**config.mk**
```make
export PLATFORM = sky130hd
export DESIGN_NAME = fetch_queue_flat
export DESIGN_NICKNAME = d
export VERILOG_FILES = /design/src/rtl/fetch_queue_if.sv /design/src/rtl/fetch_queue.sv /design/src/flat_wrapper.sv
export SDC_FILE = /design/constraint.sdc
export NUM_CORES = 1
export LEC_CHECK = 0
export CORE_UTILIZATION = 56
export CTS_CLUSTER_SIZE = 40
export DETAILED_ROUTE_END_ITERATION = 7
export GPL_TIMING_DRIVEN = 1
export PLACE_DENSITY = 0.9
export SYNTH_ARGS = -nofsm -noshare
export SYNTH_HDL_FRONTEND = slang
export SYNTH_SLANG_ARGS = --single-unit
```
**constraint.sdc**
```tcl
create_clock -name clk -period 4.3 [get_ports clk]
set_clock_uncertainty 0.15 [all_clocks]
set_input_delay 0.645 -clock clk [delete_from_list [all_inputs] [get_ports clk]]
set_output_delay 0.645 -clock clk [all_outputs]
set_load 0.005 [all_outputs]
```
**src/rtl/fetch_queue_if.sv**
```systemverilog
// fetch_queue_if: bundle of the fetch queue's memory-side, control and
// decode-side signals.
//   master : fetch_queue side (drives imem_req/imem_addr and the decode outputs)
//   slave  : environment side (instruction memory, execute, decode)
// Signals:
//   imem_req/imem_addr      fetch request and address
//   imem_ack/imem_rdata     memory response
//   redirect/redirect_pc    taken branch and its target
//   stall                   decode stall, head not consumed while high
//   instr_valid/instr_out/pcplus4_out/occupancy  head entry and fill level
// Optional feature macro FETCHQ_PERF_EN adds empty_cycles and redirect_count.
interface fetch_queue_if #(
  parameter int DEPTH = 4
);
  localparam int CW = $clog2(DEPTH + 1);

  logic          imem_req;
  logic [31:0]   imem_addr;
  logic          imem_ack;
  logic [31:0]   imem_rdata;
  logic          redirect;
  logic [31:0]   redirect_pc;
  logic          stall;
  logic          instr_valid;
  logic [31:0]   instr_out;
  logic [31:0]   pcplus4_out;
  logic [CW-1:0] occupancy;
`ifdef FETCHQ_PERF_EN
  logic [31:0]   empty_cycles;
  logic [31:0]   redirect_count;
`endif

  modport master (
    output imem_req, imem_addr,
    input  imem_ack, imem_rdata,
    input  redirect, redirect_pc, stall,
    output instr_valid, instr_out, pcplus4_out, occupancy
`ifdef FETCHQ_PERF_EN
    , output empty_cycles, redirect_count
`endif
  );

  modport slave (
    input  imem_req, imem_addr,
    output imem_ack, imem_rdata,
    output redirect, redirect_pc, stall,
    input  instr_valid, instr_out, pcplus4_out, occupancy
`ifdef FETCHQ_PERF_EN
    , input empty_cycles, redirect_count
`endif
  );
endinterface

```
**src/rtl/fetch_queue.sv**
```systemverilog
// fetch_queue: instruction fetch queue between instruction memory and decode.
// Owns the fetch PC, issues one outstanding request at a time to a
// variable-latency memory and buffers {instr, pc+4} entries for decode.
// A redirect flushes the queue and discards any in-flight response.
// Ports:
//   clk    rising-edge pipeline clock
//   reset  asynchronous active-high reset, clears all state
//   fq     fetch_queue_if.master (memory, redirect, stall, decode outputs)
// Optional feature macro FETCHQ_PERF_EN: empty_cycles / redirect_count counters.
//
// state | meaning
// IDLE  | no request; waiting for room in the queue
// REQ   | request to req_addr outstanding; response is kept
// DROP  | request outstanding after a redirect; response is discarded
module fetch_queue #(
  parameter int          DEPTH    = 4,
  parameter logic [31:0] RESET_PC = 32'h0000_0000
) (
  input  logic          clk,
  input  logic          reset,
  fetch_queue_if.master fq
);
  localparam int PW = (DEPTH > 1) ? $clog2(DEPTH) : 1;
  localparam int CW = $clog2(DEPTH + 1);
  localparam logic [CW-1:0] FULL = CW'(DEPTH);

  typedef enum logic [1:0] {IDLE, REQ, DROP} state_t;
  state_t state, state_nxt;

  logic [31:0]   instr_mem [DEPTH];
  logic [31:0]   pc4_mem   [DEPTH];
  logic [PW-1:0] rd_ptr, wr_ptr;
  logic [CW-1:0] count, count_nxt;
  logic [31:0]   fetch_pc, fetch_pc_nxt;
  logic [31:0]   req_addr, req_addr_nxt;
  logic          valid, push, pop, flush;

  assign valid = (count != '0);
  assign flush = fq.redirect;
  assign pop   = valid && !fq.stall;
  // A response that coincides with a redirect belongs to the wrong path.
  assign push  = (state == REQ) && fq.imem_ack && !fq.redirect;

  always_comb begin
    count_nxt = count;
    if (flush)
      count_nxt = '0;
    else if (push && !pop)
      count_nxt = count + CW'(1);
    else if (pop && !push)
      count_nxt = count - CW'(1);
  end

  always_comb begin
    fetch_pc_nxt = fetch_pc;
    if (fq.redirect)
      fetch_pc_nxt = fq.redirect_pc;
    else if (push)
      fetch_pc_nxt = fetch_pc + 32'd4;
  end

  // Every entry into REQ latches the post-edge fetch PC as the new address,
  // so imem_addr only moves when a request completes or starts.
  always_comb begin
    state_nxt    = state;
    req_addr_nxt = req_addr;
    case (state)
      IDLE: begin
        if (count_nxt < FULL) begin
          state_nxt    = REQ;
          req_addr_nxt = fetch_pc_nxt;
        end
      end
      REQ: begin
        if (fq.redirect) begin
          if (fq.imem_ack) begin
            state_nxt    = REQ;
            req_addr_nxt = fetch_pc_nxt;
          end else begin
            state_nxt = DROP;
          end
        end else if (fq.imem_ack) begin
          if (count_nxt < FULL) begin
            state_nxt    = REQ;
            req_addr_nxt = fetch_pc_nxt;
          end else begin
            state_nxt = IDLE;
          end
        end
      end
      DROP: begin
        if (fq.imem_ack) begin
          state_nxt    = REQ;
          req_addr_nxt = fetch_pc_nxt;
        end
      end
      default: state_nxt = IDLE;
    endcase
  end

  always_ff @(posedge clk or posedge reset) begin
    if (reset) begin
      state    <= IDLE;
      fetch_pc <= RESET_PC;
      req_addr <= RESET_PC;
      count    <= '0;
      rd_ptr   <= '0;
      wr_ptr   <= '0;
    end else begin
      state    <= state_nxt;
      fetch_pc <= fetch_pc_nxt;
      req_addr <= req_addr_nxt;
      count    <= count_nxt;
      if (flush) begin
        rd_ptr <= '0;
        wr_ptr <= '0;
      end else begin
        if (push) wr_ptr <= wr_ptr + 1'b1;
        if (pop)  rd_ptr <= rd_ptr + 1'b1;
      end
    end
  end

  // Storage needs no reset: outputs are gated by count.
  always_ff @(posedge clk) begin
    if (push) begin
      instr_mem[wr_ptr] <= fq.imem_rdata;
      pc4_mem[wr_ptr]   <= req_addr + 32'd4;
    end
  end

  assign fq.imem_req    = (state != IDLE);
  assign fq.imem_addr   = req_addr;
  assign fq.instr_valid = valid;
  assign fq.instr_out   = valid ? instr_mem[rd_ptr] : 32'h0000_0000;
  assign fq.pcplus4_out = valid ? pc4_mem[rd_ptr] : 32'h0000_0000;
  assign fq.occupancy   = count;

`ifdef FETCHQ_PERF_EN
  logic [31:0] empty_cycles, redirect_count;

  always_ff @(posedge clk or posedge reset) begin
    if (reset) begin
      empty_cycles   <= '0;
      redirect_count <= '0;
    end else begin
      if (!valid && !fq.stall) empty_cycles <= empty_cycles + 32'd1;
      if (fq.redirect)         redirect_count <= redirect_count + 32'd1;
    end
  end

  assign fq.empty_cycles   = empty_cycles;
  assign fq.redirect_count = redirect_count;
`endif
endmodule

```
**src/flat_wrapper.sv**
```systemverilog
// flat-port wrapper written by rule: the top's interface ports become plain ports
module fetch_queue_flat 
#(
  parameter int          DEPTH    = 4,
  parameter logic [31:0] RESET_PC = 32'h0000_0000
)
  (clk, reset, fq_imem_req, fq_imem_addr, fq_imem_ack, fq_imem_rdata, fq_redirect, fq_redirect_pc, fq_stall, fq_instr_valid, fq_instr_out, fq_pcplus4_out, fq_occupancy);
  fetch_queue_if #(.DEPTH(DEPTH)) fq_i ();
  input  logic clk;
  input  logic reset;
  output wire logic [$bits(fq_i.imem_req)-1:0] fq_imem_req;
  output wire logic [$bits(fq_i.imem_addr)-1:0] fq_imem_addr;
  input wire logic [$bits(fq_i.imem_ack)-1:0] fq_imem_ack;
  input wire logic [$bits(fq_i.imem_rdata)-1:0] fq_imem_rdata;
  input wire logic [$bits(fq_i.redirect)-1:0] fq_redirect;
  input wire logic [$bits(fq_i.redirect_pc)-1:0] fq_redirect_pc;
  input wire logic [$bits(fq_i.stall)-1:0] fq_stall;
  output wire logic [$bits(fq_i.instr_valid)-1:0] fq_instr_valid;
  output wire logic [$bits(fq_i.instr_out)-1:0] fq_instr_out;
  output wire logic [$bits(fq_i.pcplus4_out)-1:0] fq_pcplus4_out;
  output wire logic [$bits(fq_i.occupancy)-1:0] fq_occupancy;
  assign fq_imem_req = fq_i.imem_req;
  assign fq_imem_addr = fq_i.imem_addr;
  assign fq_i.imem_ack = fq_imem_ack;
  assign fq_i.imem_rdata = fq_imem_rdata;
  assign fq_i.redirect = fq_redirect;
  assign fq_i.redirect_pc = fq_redirect_pc;
  assign fq_i.stall = fq_stall;
  assign fq_instr_valid = fq_i.instr_valid;
  assign fq_instr_out = fq_i.instr_out;
  assign fq_pcplus4_out = fq_i.pcplus4_out;
  assign fq_occupancy = fq_i.occupancy;
  fetch_queue #(.DEPTH(DEPTH), .RESET_PC(RESET_PC)) u_core (.clk(clk), .reset(reset), .fq(fq_i));
endmodule
```
### Yosys cells after proc, flatten, opt, wreduce, memory -nomap -nowiden

Memory sizes are Yosys's and may differ from the RTL's.
Cells that the tools add are included.

| operators by class | value |
|---|---|
| add/sub/neg operators | 6 |
| multiply operators | 0 |
| div/mod/pow operators | 0 |
| $lt $le $gt $ge | 1 |
| equal/unequal tests | 5 |
| shift operators | 0 |
| multiplexer cells | 25 |
| bitwise gates (word level) | 0 |
| reduce and logical (&&, ||, !) cells | 17 |

Operators by type and width:

| kind | count |
|---|---|
| 2-to-1 mux 32 bit | 8 |
| one-hot mux 32 bit (3 select lines) | 1 |
| adder 32 x 3 -> 32 bit, second input constant | 2 |
| 2-to-1 mux 2 bit | 9 |
| 2-to-1 mux 3 bit | 3 |
| one-hot mux 2 bit (3 select lines) | 1 |
| nonzero test 2 bit | 3 |
| nonzero test 3 bit | 2 |
| logical AND 1 bit | 5 |
| adder 2 x 1 -> 2 bit, second input constant | 2 |
| logical NOT 1 bit | 4 |
| adder 3 x 1 -> 3 bit, second input constant | 1 |
| less-than comparator 3 bit, second input constant | 1 |
| 2-to-1 mux 1 bit | 3 |
| inequality test 3 bit, second input constant | 1 |
| AND reduction 3 bit | 1 |
| subtractor 3 x 1 -> 3 bit, second input constant | 1 |
| == test 2 x 1 -> 1 bit, second input constant | 1 |
| == test 2 bit, second input constant | 1 |
| logical NOT 2 bit | 1 |
| inequality test 2 x 1 -> 1 bit, second input constant | 1 |
| inequality test 2 bit, second input constant | 1 |
| AND reduction 2 bit | 1 |

| storage, ports and cells | value |
|---|---|
| register bits | 73 |
| latch bits | 0 |
| RAM bits | 256 |
| ROM bits | 0 |
| input port bits | 69 |
| output and inout port bits | 101 |
| logic and storage cells | 62 |
| memories kept | 2 |

Memory list:

| memory | words | width | read ports | clocked after Yosys merged registers in | write ports | line | RTL |
|---|---|---|---|---|---|---|---|
| u_core.instr_mem | 4 | 32 | 1 | 0 | 1 | fetch_queue.sv:30 | `logic [31:0] instr_mem [DEPTH];` |
| u_core.pc4_mem | 4 | 32 | 1 | 0 | 1 | fetch_queue.sv:31 | `logic [31:0] pc4_mem [DEPTH];` |

### Logic depth before layout (Yosys ltp)

| logic depth | value |
|---|---|
| depth after elaboration | 13 |
| depth in mapped cells | 11 |
| depth with buffers taken out | 9 |

### Worst setup path before layout

No wires, ideal clock.

| path | value |
|---|---|
| kind | register -> register |
| from | register u_core.state[1] |
| to | memory u_core.instr_mem[0][0] (enable) |
| setup time | 429 ps |
| arrival time | 2555 ps |
| slack | 1167 ps |
| stages on the path, launching flop included | 7 |
| buffers on the path | 2 |
| clock period less this slack | 3133 ps |
| cell sequence | dfrtp_1 > inv_1 > ha_1 > buf_4 > and3b_1 > buf_6 > and2_1 |

| on the way | value |
|---|---|
| word-level cells in the longest chain between the ends | 5 |

Ends and longest elaborated chain:

| element | line | RTL |
|---|---|---|
| from (decl) | fetch_queue.sv:28 | `state_t state, state_nxt;` |
| from (signal assigned) | fetch_queue.sv:110 | `state <= state_nxt;` |
| == test 2 x 1 -> 1 bit | fetch_queue.sv:42 | `assign push = (state == REQ) && fq.imem_ack && !fq.redirect;` |
| logical AND 1 bit (2 in series) | fetch_queue.sv:42 |  |
| 2-to-1 mux 1 bit | fetch_queue.sv:126 | `if (push) begin` |
| 2-to-1 mux 1 bit (implied by the code) | fetch_queue.sv:127 | `instr_mem[wr_ptr] <= fq.imem_rdata;` |
| to (decl) | fetch_queue.sv:30 |  |

No other way between the ends.

### Final worst setup path

| path | value |
|---|---|
| from | register u_core.rd_ptr[0] |
| to | output port fq_pcplus4_out[19] |

| on the way | value |
|---|---|
| word-level cells in the longest chain between the ends | 2 |

Ends and longest elaborated chain:

| element | line | RTL |
|---|---|---|
| from (decl) | fetch_queue.sv:32 | `logic [PW-1:0] rd_ptr, wr_ptr;` |
| from (signal assigned) | fetch_queue.sv:119 | `if (pop) rd_ptr <= rd_ptr + 1'b1;` |
| memory (4 x 32 bit) | n/a |  |
| 2-to-1 mux 32 bit | fetch_queue.sv:136 | `assign fq.pcplus4_out = valid ? pc4_mem[rd_ptr] : 32'h0000_0000;` |
| to (decl) | flat_wrapper.sv:20 | `output wire logic [$bits(fq_i.pcplus4_out)-1:0] fq_pcplus4_out;` |

No other way between the ends.

==> flow_summary_export.csv <==
group,metric,value,unit
outcome,status,"finished, final reports clean",
sta,setup_viol,0,
worst_setup_path,critPathBufInv,2,
worst_setup_path,crit_path_start_kind,"register",
hold_path,hold_class,"reg2reg",
routing,drc,0,
worst_setup_path,critPathKind,"reg2out",
sta,maxSlewHeadroom,23.5,%
die,num_io_pins,170,
global_route,grt_max_degree,74,
place,pre_cts_ws,0.514,ns
sta,hold_viol_final,0,
sta,slew_violations,0,
pwr,power_per_cell_area,624,nW/um2
routing,drt-vias-per-instance,5.83,
routing,wire_per_inst,20.7,um
synth,synth_warnings,0,
place,hpwl,18.0,mm
global_route,grt_pass1_wl,45.4,mm
worst_setup_path,arrival,2.85,ns
routing,routed_wl,28.6,mm
worst_setup_path,slowest_delay,0.69,ns
final_layout,post-route-util,70.3,%
pwr,ir_worst_vdd,440,uV
cts,hold_buffers,0,
die,fp-row-count,57,
synth,ys_types,54,
die,die-area,25300,um2
final_layout,fin_cells,1378,
final_layout,fin_nets,1110,
pwr,total_leakage_power,5.94,nW
sta,tns,0,ns
pwr,report.power.total,10.6,mW
synth,seq_area_frac_synth,68.9,%
cts,cts.htree.levels,2,
sta,max_freq,274,MHz
place,place_congestion,0.871,
global_route,gr-total-overflow,0,
cts,cts_tree,"built",
sta,period_share,84.8,%
place,dpl.cell_count,1315,
global_route,grtUsageTotal,23.5,%
routing,drt_iter0_markers,628,
final_layout,syn_to_final_growth,23.5,%
synth,synth_cells,844,
die,die_y,159,um
sta,period_minus_slack,3.65,ns
worst_setup_path,critPathTopFamily,"buffers and inverters",
die,start_util,57.0,%
final_layout,antenna_cells,0,
final_layout,drive_above_1_share,14.0,%
routing,ant_nets,0,
cts,insertion_delay,0.51,ns
global_route,grt_pass1_vias,8195,
sta,rsz0062_at_grt,"no",
die,dieWidth,159,um
routing,firstDrtPassIters,4,
die,core_area,24200,um2
sta,fin_ws,0.654,ns
cts,cts_num_sinks,329,
synth,async_flop_share,22.2,%
routing,num_vias,8039,
synth,ys.flop_type,"edfxtp_1",
cts,cts_root_buf,"clkbuf_16",
worst_setup_path,worstPathCellList,"buf_4 > mux4_2 > and2_1 > clkdlybuf4s50_1",
worst_setup_path,endpoint_kind,"primary output",
cts,cts_resized,0,
cts,cts_inserted_buffers,35,
worst_setup_path,cp_slowest_cell,"dfrtp_4",
synth,syn_area_per_cell,16.4,um2
cts,clock_path_buffers,3,
synth,synthesis.area,13800,um2
worst_setup_path,crit_required,3.50,ns
synth,synth_edf_count,256,
cts,post_cts_buffers,0,
worst_setup_path,critPathMaxFanout,19,
synth,synth_nets,926,
cts,clk_pin_slew,0.06,ns
run,maxCapViolations,0,
global_route,antenna_found_initial,0,
place,io_buffer_count,169,
sta,worst_pin_slew,1.15,ns
synth,ys_ff_latch,329,
## flip-flops by register name, indices dropped and copies added, names as in the netlist
| signal | flops |
|---|---|
| u_core.fq.imem_addr | 32 |
| u_core.rd_ptr | 2 |
| u_core.state | 2 |
| u_core.instr_mem | 128 |
| u_core.wr_ptr | 2 |
| u_core.fq.occupancy | 3 |
| u_core.fetch_pc | 32 |
| u_core.pc4_mem | 128 |
## cells in the final DEF (no fill, tap or decap), types with 16 or more instances in the layout
| cell type | synthesis | final |
|---|---|---|
| clkbuf_16 | 0 | 37 |
| o21ai_0 | 25 | 25 |
| dfrtp_1 | 73 | 71 |
| nand3_1 | 25 | 25 |
| nand2_1 | 49 | 49 |
| nor2_1 | 27 | 27 |
| nand4_1 | 21 | 21 |
| xor2_1 | 33 | 33 |
| xnor2_1 | 23 | 23 |
| a22o_1 | 31 | 31 |
| mux4_2 | 64 | 64 |
| clkdlybuf4s50_1 | 0 | 168 |
| and2_1 | 74 | 70 |
| edfxtp_1 | 256 | 256 |
| inv_1 | 18 | 16 |
## layer usage
| metal | track usage, % | vias up | wire length (um) |
|---|---|---|---|
| li1 | - | 3616 | - |
| met1 | 32.3 | 4073 | 12200 |
| met2 | 38.0 | 298 | 14100 |
| met3 | 3.67 | 52 | 1500 |
| met4 | 9.35 | 0 | 841 |
| met5 | 0 | - | 0 |
## worst paths after layout
kind | start | to | slack, ns | depth (start not counted)
min in group asynchronous | reset | u_core.fetch_pc[23]$_DFF_PP0_ | 0.57 | 3
worst max-delay path | u_core.rd_ptr[0]$_DFFE_PP0P_ | fq_pcplus4_out[19] | 0.65 | 4
worst max register to register | u_core.state[1]$_DFFE_PP0P_ | u_core.fq.imem_addr[28]$_DFFE_PP0P_ | 0.89 | 8
max in group asynchronous | reset | u_core.rd_ptr[0]$_DFFE_PP0P_ | 2.71 | 3
worst min register to register | u_core.fetch_pc[0]$_DFF_PP0_ | u_core.fetch_pc[0]$_DFF_PP0_ | 0.36 | 1
worst min-delay path | u_core.fetch_pc[0]$_DFF_PP0_ | u_core.fetch_pc[0]$_DFF_PP0_ | 0.36 | 1
## area by class of cell
class,count,area [um2]
Inverter,19,71.3
Timing Repair Buffer,187,1880
Clock inverter,15,149
Tap cell,324,405
Multi-Input combinational cell,456,4050
Sequential cell,329,9520
Clock buffer,48,977
Fill cell,1533,7200
## kinds of logic after synthesis
family,share of synthesized area [%]
flip-flops,68.9
buffers and inverters,1.91
AO/OA/AOI/OAI,4.48
AND/OR/NAND/NOR,9.18
multiplexers,10.8
adder cells (fa/ha/maj),1.18
XOR/XNOR,3.55
## power by group
part	leakage (nW)	switching [mW]	total (mW)	internal, mW
Sequential	3.23	0.359	4.27	3.92
Combinational	2.15	1.50	3.43	1.93
Clock	0.552	1.16	2.93	1.77
## through the flow
stage	area [um2]	hold slack [ns]
finish	17100	0.362
floorplan	13800	0.323
CTS	17100	0.353
detailed placement	15900	0.339
global placement	15900	0.334
global route	17100	0.372
## synth_stat cells (3+ instances only)
cell	count	share of area, %
a21oi_1	7	0.25
a22o_1	31	2.0
a31oi_1	4	0.18
and2_1	74	3.4
and3_1	10	0.45
and4_1	5	0.32
buf_1	4	0.11
buf_2	7	0.25
buf_6	4	0.33
clkbuf_1	24	0.65
dfrtp_1	73	13
edfxtp_1	256	56
ha_1	13	1.2
inv_1	18	0.49
mux2i_1	3	0.22
mux4_2	64	10
nand2_1	49	1.3
nand3_1	25	0.91
nand3b_1	3	0.16
nand4_1	21	0.95
nor2_1	27	0.73
nor2b_1	3	0.14
o21ai_0	25	0.91
o21ai_1	4	0.14
xnor2_1	23	1.5
xor2_1	33	2.1
(Power assumes the default switching activity.)
